==> config.mk <==
export PLATFORM = sky130hd
export DESIGN_NAME = ir_queue
export DESIGN_NICKNAME = d
export VERILOG_FILES = /design/src/rtl/ir_queue.sv
export SDC_FILE = /design/constraint.sdc
export NUM_CORES = 1
export LEC_CHECK = 0
export ABC_CLOCK_PERIOD_IN_PS = 2900
export BUFFER_PORTS_ARGS = -buffer_cell sky130_fd_sc_hd__buf_4
export CORE_MARGIN = 2
export CORE_UTILIZATION = 55
export DETAILED_ROUTE_END_ITERATION = 8
export GPL_TIMING_DRIVEN = 0
export HOLD_SLACK_MARGIN = 0.15
export PLACE_DENSITY = 0.78
export SYNTH_ARGS = -nofsm -noshare
export SYNTH_HDL_FRONTEND = slang
export SYNTH_SLANG_ARGS = --single-unit
export TNS_END_PERCENT = 30
==> constraint.sdc <==
create_clock -name clk -period 2.9 [get_ports clk]
set_input_delay 0.29 -clock clk [delete_from_list [all_inputs] [get_ports clk]]
set_output_delay 0.29 -clock clk [all_outputs]
set_load 0.005 [all_outputs]
==> src/rtl/ir_queue.sv <==
// Instruction prefetch queue between fetch and decode. The head word is
// presented combinationally, already split into opcode and operand fields.
module ir_queue #(
   parameter int WIDTH = 8,
   parameter int DEPTH = 4,
   parameter int OPC_W = 4
) (
   input  logic                       clk,
   input  logic                       reset_n,
   input  logic                       flush,
   input  logic                       in_valid,
   input  logic [WIDTH-1:0]           in_data,
   output logic                       in_ready,
   output logic                       out_valid,
   input  logic                       out_ready,
   output logic [WIDTH-1:0]           out_data,
   output logic [OPC_W-1:0]           opcode,
   output logic [WIDTH-OPC_W-1:0]     operand,
   output logic [$clog2(DEPTH+1)-1:0] count
);

   localparam int PTR_W = $clog2(DEPTH);
   localparam int CNT_W = $clog2(DEPTH + 1);
   localparam logic [CNT_W-1:0] FULL_CNT = CNT_W'(DEPTH);

   logic [WIDTH-1:0] r_mem [DEPTH];
   logic [PTR_W-1:0] r_rd_ptr;
   logic [PTR_W-1:0] r_wr_ptr;
   logic [CNT_W-1:0] r_count;
   logic             w_push;
   logic             w_pop;

   // Status comes only from the registered count, so out_ready never
   // reaches in_ready combinationally.
   assign in_ready  = (r_count != FULL_CNT);
   assign out_valid = (r_count != '0);
   assign w_push    = in_valid & in_ready;
   assign w_pop     = out_valid & out_ready;

   assign out_data = r_mem[r_rd_ptr];
   assign opcode   = out_data[WIDTH-1 -: OPC_W];
   assign operand  = out_data[WIDTH-OPC_W-1:0];
   assign count    = r_count;

   always_ff @(posedge clk or negedge reset_n) begin
      if (!reset_n) begin
         r_rd_ptr <= '0;
         r_wr_ptr <= '0;
         r_count  <= '0;
      end else if (flush) begin
         r_rd_ptr <= '0;
         r_wr_ptr <= '0;
         r_count  <= '0;
      end else begin
         if (w_push) r_wr_ptr <= r_wr_ptr + 1'b1;
         if (w_pop)  r_rd_ptr <= r_rd_ptr + 1'b1;
         if (w_push && !w_pop)
            r_count <= r_count + 1'b1;
         else if (!w_push && w_pop)
            r_count <= r_count - 1'b1;
      end
   end

   // Flush drops a coincident push but leaves stored words untouched.
   generate
      for (genvar gi = 0; gi < DEPTH; gi++) begin : g_entry
         always_ff @(posedge clk or negedge reset_n) begin
            if (!reset_n)
               r_mem[gi] <= '0;
            else if (w_push && !flush && (r_wr_ptr == PTR_W'(gi)))
               r_mem[gi] <= in_data;
         end
      end
   endgenerate

endmodule

==> flow_metrics.tcl <==
set metrics [dict create \
    drtAntennaViolNets 0 \
    wire_per_inst_um 15.9 \
    leakage_uw 0.00116 \
    synth_top_area_share_pct 48.1 \
    cts_sinks 39 \
    status "finished clean" \
    antenna_found_initial 0 \
    ios 34 \
    vias_per_cell 5.40 \
    finalCriticalPeriod_ps 2270 \
    layout-drive-gt1-share_pct 53.2 \
    synthFlopType "dfrtp_1" \
    yosysTopAreaCell "dfrtp_1" \
    dp_slack_ps 644 \
    syn_area_um2 2030 \
    rsz0062_at_grt "false" \
    die-area_um2 4190 \
    fmax_mhz 441 \
    fin_area_um2 2450 \
    skew_ps 6.58 \
    hold_viol 0 \
    endpoint_kind "flip-flop" \
    dpl.cell_count 225 \
    grt_pass1_wl_um 6230 \
    area_delta_synth_final_pct 20.7 \
    min-delay-path-class "input pin to flip-flop" \
    cts_buffers 5 \
    instances_no_fill 234 \
    core_um2 3610 \
    fill_cells 277 \
    htree_levels 2 \
    clk_latency_ps 290 \
    routabilityCongestion 0.713 \
    io_buffers 31 \
    syn_inst 146 \
    p_per_area_nw_per_um2 1030 \
    clockBufferDepth 2 \
    postPlaceCellArea_um2 2320 \
    wl_um 3720 \
    maxCapViolCount 0 \
    drc_errors 0 \
    ys_top_cells_by_count "dfrtp_1, mux2_2, buf_4, mux2_4, mux4_2" \
    firstDrtPassIters 4 \
    setup.worst_path.class "flip-flop to flip-flop" \
    r2r_setup_slack_ps 630 \
    cts_root_buffer "clkbuf_8" \
    cts_tree "built" \
    syn-num-nets 164 \
    clkSlewWorstSetupHoldPaths_ps 70 \
    async_reset_ff_share_pct 100 \
    fin_tns_setup_ps 0 \
    ys_warn_count 0 \
    dp_hpwl_um 2570 \
    synth_seq_area_share_pct 48.1 \
    start_kind "flip-flop" \
    synth_area_leaders "dfrtp_1, mux2_2, mux4_2" \
    synth-edff-count 0 \
    nets 203 \
    synth_cell_types 36 \
    crit_path_max_fanout 10 \
    tightest_slew_ps 599 \
    post_cts_resized 0 \
    setup_violations 0 \
    vdd_drop_max_uv 495 \
    finalCritPeriodShare_pct 78.2 \
    die_h_um 64.7 \
    critical_path_arrival_ps 2430 \
    grt_pass1_vias 1291 \
    drv_slew 0 \
    rows 22 \
    track_usage_pct 20.4 \
    fin_ws_ps 634 \
    syn_avg_cell_area_um2 13.9 \
    ys_seq_elements 39 \
    grt_overflow 0 \
    num_vias 1264 \
    slew_headroom_pct 60.0 \
    start_util_pct 56.2 \
    n_antenna_cell 0 \
    dieWidth_um 64.7 \
    holdWs_ps 249 \
    critPathRequiredTime_ps 3060 \
    grt_max_degree 40 \
    synth.most_common_cell "dfrtp_1" \
    first_iter_violations 70 \
]
## power breakdown
part           switching, uW  total (uW)  internal, uW
clock                    188         466           278
sequential               115         874           759
combinational            423        1170           752
## critical path, stage by stage, from the launching register on
cell,delay [ps]
dfrtp_1,390
buf_2,190
nor3b_4,240
inv_2,120
and3_1,210
fa_1,440
and3b_1,220
a311oi_1,250
a211oi_1,80
## cell type report
cell class	instances	area [um2]	area share, %
Buffer	16	103	4.19
Multi-Input combinational cell	83	918	37.5
Timing Repair Buffer	32	243	9.92
Tap cell	48	60.1	2.45
Inverter	8	30.0	1.23
Clock buffer	6	82.6	3.37
Clock inverter	2	35.0	1.43
Sequential cell	39	976	39.9
## cell usage in the layout (no fill, tap or decap), types with 2 or more instances in the layout
master | netlist | final
xor2_1 | 2 | 2
nand3_2 | 3 | 3
buf_2 | 4 | 4
buf_4 | 8 | 39
mux4_2 | 8 | 8
nor2_1 | 7 | 7
clkbuf_8 | 0 | 6
o31ai_1 | 2 | 2
clkbuf_1 | 3 | 3
inv_1 | 7 | 7
dfrtp_1 | 39 | 39
nand3_1 | 2 | 2
o21ai_0 | 3 | 3
ha_1 | 4 | 4
mux2_2 | 24 | 24
mux2_4 | 8 | 8
a21oi_1 | 2 | 2
## repair_timing
action                                  4_1_cts  5_1_grt
setup buffers                                 0        0
hold buffers                                  1        0
endpoints found under the hold margin        39        0
endpoints found under the setup margin        0        0
## state kept, by name, indices dropped and copies added, names as in the netlist
register  count
r_mem        32
count         3
r_rd_ptr      2
r_wr_ptr      2
## worst paths after layout
| path | from | cells past startpoint | endpoint |
|---|---|---|---|
| min in group asynchronous | reset_n | 2 | r_mem[6]$_DFFE_PN0P_ |
| max in group asynchronous | reset_n | 2 | r_mem[21]$_DFFE_PN0P_ |
| min | in_data[3] | 2 | r_mem[11]$_DFFE_PN0P_ |
| max | count[1]$_DFFE_PN0P_ | 8 | count[2]$_DFFE_PN0P_ |
| max reg2reg | count[1]$_DFFE_PN0P_ | 8 | count[2]$_DFFE_PN0P_ |
| min reg2reg | r_mem[6]$_DFFE_PN0P_ | 1 | r_mem[6]$_DFFE_PN0P_ |
## kinds of logic after synthesis
family	Yosys count	share of synthesized area [%]
compound gates	16	5.68
mux	42	29.2
buf+inv	24	6.54
xor+xnor	2	0.864
fa+ha+maj	5	3.46
flops	39	48.1
simple gates	18	6.11
## metrics by stage
| stage | power, uW | util, % |
|---|---|---|
| after floorplan | 1600 | - |
| after global placement | 2010 | 64.3 |
| after detailed placement | 2070 | 64.3 |
| after CTS | 2540 | 67.9 |
| after global routing | 2670 | 67.9 |
| final | 2510 | 67.9 |
## routing by layer
layer  GRT usage, %  routed length [um]  vias to the layer above  share of wire (%)
met3           4.34                 157                        7                4.2
met1           24.9                1570                      630                 42
met4           9.31                  61                        0                1.6
li1               -                   -                      597                  -
met5              0                   0                        -                  0
met2           34.7                1940                       30                 52
No activity file was read; power rests on OpenSTA's default activity.
